[src/rtl/mul_share_arbiter.sv]
// mul_share_arbiter
//   Round-robin front end that shares one signed W x W pipelined multiplier
//   (MUL_LAT cycles, registered output) among N_REQ requesters. Each issued op
//   is tracked by a MUL_LAT-deep {valid,id,ovf} shift register. When a tracked
//   op leaves the tracker, its product is captured into a show-ahead response
//   FIFO. Responses come back in issue order.
// Ports
//   clk, rst                  clock, synchronous active-high reset
//   req_valid/req_ready       per-requester handshake; operands in req_a/req_b
//                             (requester i at [i*W +: W])
//   mul_en/mul_a/mul_b/mul_p  multiplier control, operands and product
//   rsp_valid/rsp_ready       response handshake; rsp_id/rsp_p/rsp_ovf give
//                             the FIFO head
//   busy                      op in flight or response queued
module mul_share_arbiter #(
    parameter int N_REQ   = 4,
    parameter int W       = 15,
    parameter int MUL_LAT = 1,
    parameter int ID_W    = 2
) (
    input  logic                 clk,
    input  logic                 rst,
    input  logic [N_REQ-1:0]     req_valid,
    input  logic [N_REQ*W-1:0]   req_a,
    input  logic [N_REQ*W-1:0]   req_b,
    output logic [N_REQ-1:0]     req_ready,
    output logic                 mul_en,
    output logic [W-1:0]         mul_a,
    output logic [W-1:0]         mul_b,
    input  logic [2*W-2:0]       mul_p,
    output logic                 rsp_valid,
    input  logic                 rsp_ready,
    output logic [ID_W-1:0]      rsp_id,
    output logic [2*W-2:0]       rsp_p,
    output logic                 rsp_ovf,
    output logic                 busy
);
    localparam int PW         = 2*W-1;
    localparam int FIFO_DEPTH = MUL_LAT+2;
    localparam int CNT_W      = $clog2(FIFO_DEPTH+1);
    localparam int PTR_W      = $clog2(FIFO_DEPTH);
    localparam logic [W-1:0] MOST_NEG = {1'b1, {(W-1){1'b0}}};

    typedef struct packed { logic [ID_W-1:0] id; logic ovf; } trk_t;
    typedef struct packed { logic [ID_W-1:0] id; logic ovf; logic [PW-1:0] p; } ent_t;

    logic [ID_W-1:0]    ptr_q, ptr_d;
    logic [MUL_LAT:1]   vld_pipe_q, vld_pipe_d;
    trk_t [MUL_LAT:1]   trk_q, trk_d;
    ent_t               mem_q [FIFO_DEPTH];
    ent_t               mem_d [FIFO_DEPTH];
    logic [PTR_W-1:0]   wr_q, wr_d, rd_q, rd_d;
    logic [CNT_W-1:0]   cnt_q, cnt_d, infl_cnt;

    logic               credit, gnt_found, accept, ovf_in, push, pop;
    logic [ID_W-1:0]    gnt_idx, cand;
    ent_t               head;

    function automatic logic [PTR_W-1:0] nxt(input logic [PTR_W-1:0] p);
        return (p == PTR_W'(FIFO_DEPTH-1)) ? '0 : p + 1'b1;
    endfunction

    // Credit counts both ops still in the multiplier and queued responses, so
    // every issued op is guaranteed a FIFO slot. A pop in the same cycle does
    // not count, which keeps req_ready independent of rsp_ready.
    always_comb begin
        infl_cnt = '0;
        for (int s = 1; s <= MUL_LAT; s++) infl_cnt = infl_cnt + CNT_W'(vld_pipe_q[s]);
        credit = ({1'b0, infl_cnt} + {1'b0, cnt_q}) < (CNT_W+1)'(FIFO_DEPTH);
    end

    // Round-robin search starting at ptr_q.
    always_comb begin
        gnt_found = 1'b0;
        gnt_idx   = '0;
        cand      = '0;
        for (int off = 0; off < N_REQ; off++) begin
            cand = ID_W'((int'(ptr_q) + off) % N_REQ);
            if (!gnt_found && req_valid[cand]) begin
                gnt_found = 1'b1;
                gnt_idx   = cand;
            end
        end
    end

    always_comb begin
        req_ready = '0;
        mul_a     = '0;
        mul_b     = '0;
        if (!rst && credit && gnt_found) req_ready[gnt_idx] = 1'b1;
        accept = |(req_valid & req_ready);
        if (accept) begin
            mul_a = req_a[int'(gnt_idx)*W +: W];
            mul_b = req_b[int'(gnt_idx)*W +: W];
        end
        ovf_in = accept && (mul_a == MOST_NEG) && (mul_b == MOST_NEG);
        mul_en = ~rst;
        ptr_d  = ptr_q;
        if (accept) ptr_d = (gnt_idx == ID_W'(N_REQ-1)) ? '0 : gnt_idx + 1'b1;
    end

    // Tracker: the multiplier free-runs, so slot validity lives here.
    always_comb begin
        vld_pipe_d        = vld_pipe_q;
        trk_d             = trk_q;
        vld_pipe_d[1]     = accept;
        trk_d[1].id       = gnt_idx;
        trk_d[1].ovf      = ovf_in;
        for (int s = 2; s <= MUL_LAT; s++) begin
            vld_pipe_d[s] = vld_pipe_q[s-1];
            trk_d[s]      = trk_q[s-1];
        end
    end

    // The last tracker stage lines up with mul_p in the same cycle.
    assign push = vld_pipe_q[MUL_LAT];
    assign pop  = rsp_valid & rsp_ready;

    always_comb begin
        mem_d = mem_q;
        wr_d  = wr_q;
        rd_d  = rd_q;
        cnt_d = cnt_q;
        if (push) begin
            mem_d[wr_q].id  = trk_q[MUL_LAT].id;
            mem_d[wr_q].ovf = trk_q[MUL_LAT].ovf;
            mem_d[wr_q].p   = mul_p;
            wr_d            = nxt(wr_q);
        end
        if (pop) rd_d = nxt(rd_q);
        if (push && !pop)      cnt_d = cnt_q + 1'b1;
        else if (!push && pop) cnt_d = cnt_q - 1'b1;
    end

    always_ff @(posedge clk) begin
        if (rst) begin
            ptr_q      <= '0;
            vld_pipe_q <= '0;
            trk_q      <= '0;
            wr_q       <= '0;
            rd_q       <= '0;
            cnt_q      <= '0;
            for (int i = 0; i < FIFO_DEPTH; i++) mem_q[i] <= '0;
        end else begin
            ptr_q      <= ptr_d;
            vld_pipe_q <= vld_pipe_d;
            trk_q      <= trk_d;
            wr_q       <= wr_d;
            rd_q       <= rd_d;
            cnt_q      <= cnt_d;
            mem_q      <= mem_d;
        end
    end

    assign head      = mem_q[rd_q];
    assign rsp_valid = ~rst & (cnt_q != '0);
    assign rsp_id    = rsp_valid ? head.id  : '0;
    assign rsp_p     = rsp_valid ? head.p   : '0;
    assign rsp_ovf   = rsp_valid ? head.ovf : 1'b0;
    assign busy      = ~rst & ((|vld_pipe_q) | (cnt_q != '0));

    // The credit rule makes a push into a full FIFO impossible.
    assert property (@(posedge clk) disable iff (rst) !(push && cnt_q == CNT_W'(FIFO_DEPTH)));

endmodule

[config.mk]
export PLATFORM = sky130hd
export DESIGN_NAME = mul_share_arbiter
export DESIGN_NICKNAME = d
export VERILOG_FILES = /design/src/rtl/mul_share_arbiter.sv
export SDC_FILE = /design/constraint.sdc
export NUM_CORES = 1
export LEC_CHECK = 0
export CAP_MARGIN = 20
export CORE_UTILIZATION = 45
export CTS_BUF_LIST = sky130_fd_sc_hd__clkbuf_8
export CTS_CLUSTER_DIAMETER = 200
export DETAILED_ROUTE_END_ITERATION = 8
export GPL_ROUTABILITY_DRIVEN = 0
export PLACE_DENSITY = 0.77
export SYNTH_ARGS = -nofsm -noshare
export SYNTH_HDL_FRONTEND = slang
export SYNTH_SLANG_ARGS = --single-unit
[constraint.sdc]
create_clock -name clk -period 4.64 [get_ports clk]
set_clock_uncertainty 0.15 [all_clocks]
set_input_delay 0.696 -clock clk [delete_from_list [all_inputs] [get_ports clk]]
set_output_delay 0.696 -clock clk [all_outputs]
set_load 0.03 [all_outputs]
---- Word-level counts from Yosys, hierarchy flattened ----
Cells that the tools add are included.
operators by class
  eq/ne operators ......................... 5
  bitwise operators ....................... 8
  $mul .................................... 1
  shift operators ......................... 2
  mux-type cells .......................... 41
  order comparisons ....................... 10
  $add $sub $neg .......................... 9
  reduce and logical (&&, ||, !) cells .... 20
operators by type and width
  cell                                                         number
  bitwise mux 96 bit                                           3
  demux 32 bit (select 2 bit)                                  3
  2-to-1 mux 32 bit                                            3
  binary-select mux 32 bit (select 2 bit)                      1
  indexed part select 60 x 32 -> 15 bit                        1
  indexed part select 60 x 7 -> 15 bit                         1
  2-to-1 mux 29 bit                                            2
  equality test 15 bit (second input constant)                 2
  2-to-1 mux 15 bit                                            2
  2-to-1 mux 30 bit                                            1
  2-to-1 mux 2 bit                                             10
  less-than comparator 2 x 3 -> 1 bit (second input constant)  5
  logical AND 1 bit                                            11
  adder 2 x 1 -> 2 bit (second input constant)                 5
  2-to-1 mux 1 bit                                             10
  binary-select mux 1 bit (select 2 bit)                       4
  equality test 2 bit (second input constant)                  3
  greater-or-equal comparator 3 bit (second input constant)    2
  zero test 1 bit                                              6
  multiplier 2 x 4 -> 6 bit (second input constant)            1
  NOT 2 -> 3 bit                                               2
  adder 2 bit (second input constant)                          2
  bitwise AND 4 bit                                            1
  2-to-1 mux 4 bit                                             1
  other kinds (11)                                             14
storage, ports and cells
  word-level logic and storage cells ...... 112
  input bits .............................. 156
  output and inout bits ................... 69
  flip-flop bits (word level) ............. 108

---- Longest topological paths before layout ----
  depth after elaboration ................. 23
  mapped depth ............................ 17
  gate-level depth less buffers ........... 11

---- Worst setup path after synthesis ----
No wires, ideal clock.
  path type ............................... input port to output port
  start point ............................. in req_valid[2]
  end point ............................... out mul_b[7]
  slack ................................... 0.277 ns
  cell stages on the path ................. 14
  data arrival time ....................... 3.517 ns
  required time ........................... 3.794 ns
  path buffers ............................ 6
  cells stage by stage .................... nor2b_1 a211o_1 buf_6 nand2_8 inv_2 buf_6 buf_2 buf_1 ha_1 nand2_1 a31o_1 buf_2 buf_2 a311oi_1
between the ends
  cells in the longest elaborated chain, start to end .. 20
  elaborated cells on any way between the ends .. 34
  classes of those cells .................. mul (1); order compare (2); shift (1); mux (20); bitwise (1); reduce/logical (9)
ends and longest elaborated chain
  element                                                                          RTL line  source
  start, declared                                                                  23        input logic [N_REQ-1:0] req_valid,
  branches (longest 19 deep; another with binary-select mux 1 bit (select 2 bit))  -
  2-to-1 mux 15 bit (*)                                                            92        if (accept) begin
  end, declared                                                                    29        output logic [W-1:0] mul_b,
Mark *: on every way between the ends. The select of a mux whose other input is x is not followed.

---- Final worst setup path ----
  start point ............................. in req_valid[3]
  end point ............................... out mul_b[5]
Same word-level chain as after synthesis.

==> key figures <==
Outcome
  • Status: complete, no violations

Setup path
  • CP endpoint kind: output pin
  • Crit-path most repeated cell: clkdlybuf4s50_1
  • Required @ worst endpoint: between 3000 and 4000 ps
  • CP Launch Type: input port
  • Worst R2R Start: cnt_q[0]$_SDFFE_PP0P_
  • R2r setup slk: ~1400 ps
  • Crit Path Max Fanout: 31
  • Capturing point of the worst reg2reg path: trk_q[0]$_SDFF_PP0_
  • Levels on crit path: 9
  • Critical path's slowest cell: clkdlybuf4s50_1
  • Crit-path cells: clkdlybuf4s50_1, inv_1, a21o_1, a211o_1, inv_2, buf_4, mux2i_1, and2_1, clkdlybuf4s50_1
  • Crit Path Class: in -> out
  • Worst path max stage delay: just under 700 ps
  • Crit path DAT: 3380 ps
  • CP delay by family, top: buffers and inverters
  • Worst Reg-to-Reg Cells: 11
  • Critical path buffers and inverters: 5

Die
  • Starting Density: between 40 and 50%
  • Row count: between 40 and 50
  • Die H: between 100 and 150 um
  • Die footprint: 0.0137 mm2
  • I/O pins: between 200 and 250
  • CORE AREA: 0.0128 mm2
  • Die width: about 120 um

Job
  • Max cap viols: 0

Yosys
  • Number of synthesized flops with an enable pin: 0
  • Yosys cell types: 48
  • Synth area leader: dfxtp_1
  • Post-synthesis area per instance: a little under 7 um2
  • Cell area after synthesis: just under 0.006 mm2
  • Seq/Total Area, Yosys: between 30% and 40%
  • Synth Area in Simple Gates: 29.5%
  • Ys Warns: 0
  • Count leader, synth: nand2_1
  • Seq cells post-synth: approximately 110
  • Post-synth top flop: dfxtp_1
  • Synth Area in Adders: less than 1%
  • Synth cell count leaders: nand2_1 (264), a21oi_1 (136), dfxtp_1 (108)
  • Ys async rst share: 0%
  • Synth top area share: a little over a third
  • Synth Area in Compound Gates: between 10% and 20%
  • Largest family of logic cells by synthesized area: simple AND/OR/NAND/NOR gates
  • Synth area leaders: dfxtp_1 (36%), nand2_1 (17%), a21oi_1 (11%)
  • Syn Nets: 1017
  • Synth Area in XOR/XNOR: 0.294%
  • Post-synthesis mux area share: under 10%
  • Mapped Cells: 857

Detailed routing
  • 1st-iter DRT viols: ~500
  • Routed Antenna Nets: 0
  • WL final: 19.3 mm
  • Via/cell ratio: between 5 and 6
  • Drt wl/cell: between 15 and 20 um
  • DRC: 0
  • Via count: 6504
  • DR pass1 iterations: 5

CTS
  • Total CTS buffers: 9
  • Clk slew on worst S/H paths: 90 ps
  • # clock sinks: about 110
  • Post-CTS Resized: 0
  • Root Buffer: clkbuf_8
  • Cts-stage hold buffer count: 0
  • Htree depth: 3
  • Worst-Skew Late Latency: roughly 380 ps
  • Maximum clock path buffer count: 2
  • CTS tree: yes
  • Setup repair bufs after CTS: 0

STA
  • Crit path time final: between 4000 and 5000 ps
  • Worst hold margin: approximately 300 ps
  • Post-Route Setup TNS: 0 ps
  • Final Max Tran Viols: 0
  • Period utilization: between 90% and 100%
  • Setup violators final: 0
  • FMAX: around 0.24 GHz
  • RSZ-0062 raised after global routing: no
  • Final hold violations: 0
  • Measured slew at the worst slew-check pin: between 1000 and 1500 ps
  • Max-slew headroom: roughly 28%

Finish
  • Fillers: ~1200
  • Antenna cells: 0
  • Fraction of layout cells with a size suffix above 1: under 10%
  • Layout area overhead: 42.1%
  • Post-route design area: roughly 0.0085 mm2
  • Layout Nets: between 1000 and 1500

Place
  • Post-DP HPWL: between 10 and 15 mm
  • Dpl cell area: about 0.0083 mm2
  • IO Port Bufs: between 200 and 250

Worst hold path
  • Hold crit path type: reg -> reg
  • WHS Endpoint: mem_q[70]$_SDFFE_PP0P_
  • HP Start: mem_q[70]$_SDFFE_PP0P_
  • Hold path cells: 2

Global route
  • First-pass GRT wire length: ~30 mm
  • Tot GR Track Use: between 20 and 30%
  • GRT overflow: 0
  • Antenna violations before repair: 0
  • Vias in the first global route: 6094
  • Pin count of the biggest net entering global routing: roughly 110

Power and ir drop
  • Total Power: approximately 3600 uW
  • Peak VDD IR: around 0.23 mV
  • Leakage: ~0.0031 uW
  • Power Density: 427 mW/mm2
## worst register-to-register path, stage by stage, from the launching register on
cell and delay, ps:
dfxtp_1 380, ha_1 230, ha_1 260, a211oi_1 560, o41ai_1 270, a31o_1 260, buf_4 220, a311oi_1 270
buf_4 190, and4b_1 190, nand4_1 100, nor4_2 40
## power breakdown
| group | switching (uW) | internal [uW] | leakage, uW | total [uW] |
|---|---|---|---|---|
| clock network | 334 | 215 | 0.0000922 | 549 |
| registers | 92.5 | 1040 | 0.000878 | 1140 |
| logic | 1160 | 773 | 0.00217 | 1930 |
| total | 1580 | 2030 | 0.00314 | 3620 |
## routing by layer
metal | vias to the layer above | part of all wire [%] | global-route usage, %
li1 | 3252 | - | -
met1 | 2946 | 39 | 31.9
met2 | 263 | 51 | 52.1
met3 | 43 | 6.3 | 5.56
met4 | 0 | 3.5 | 13.0
met5 | - | 0 | 0
## layout make-up
cell class                 count  area (um2)  share of cell area [%]
clock buffer                  10         138                    1.63
sequential                   108        2160                    25.6
inverter                       9        33.8                   0.399
multi-input combinational    670        3460                    40.9
timing repair buffer         247        2400                    28.4
tap                          172         215                    2.54
clock inverter                 6        47.5                   0.562
## worst max-delay path by stage
stage,startpoint,to,slack [ps]
after floorplan,req_valid[2],mul_b[7],280
after global placement,req_valid[3],mul_b[5],430
after detailed placement,req_valid[3],mul_b[5],430
after CTS,cnt_q[0]$_SDFFE_PP0P_,mul_b[5],380
after global routing,cnt_q[0]$_SDFFE_PP0P_,mul_b[5],280
final,req_valid[3],mul_b[5],410
## logic make-up after synthesis
| logic type | after synthesis |
|---|---|
| xor+xnor | 2 |
| fa+ha+maj | 4 |
| simple gates | 421 |
| mux | 56 |
| buf+inv | 79 |
| compound gates | 187 |
| flops | 108 |
## state kept, by name, summed over array words and instances (netlist names)
signal,flops
wr_q,2
rd_q,2
cnt_q,2
trk_q,3
mem_q,96
push,1
ptr_q,2
## metrics by stage
step / utilization, % / worst slack [ps] / std cells
after floorplan: - / 277 / 857
after global placement: 64.8 / 434 / 1206
after detailed placement: 64.8 / 434 / 1206
after CTS: 66.2 / 382 / 1222
after global routing: 66.2 / 282 / 1222
final: 66.2 / 415 / 1222
## cells in the final DEF (no fill, tap or decap), types with 3 or more instances in the layout
master and count:
and3_1 18, buf_12 5, mux2_2 4, and2_1 4
clkdlybuf4s50_1 195, a311oi_1 12, buf_4 47, mux2i_1 52
nand2_1 264, dfxtp_1 107, ha_1 4, or2_2 3
clkbuf_8 10, inv_1 8, o21ai_0 18, o22a_1 3
nand3_1 33, nor2_1 80, a21oi_1 136
Note: power is estimated with default switching activity, not from simulation.
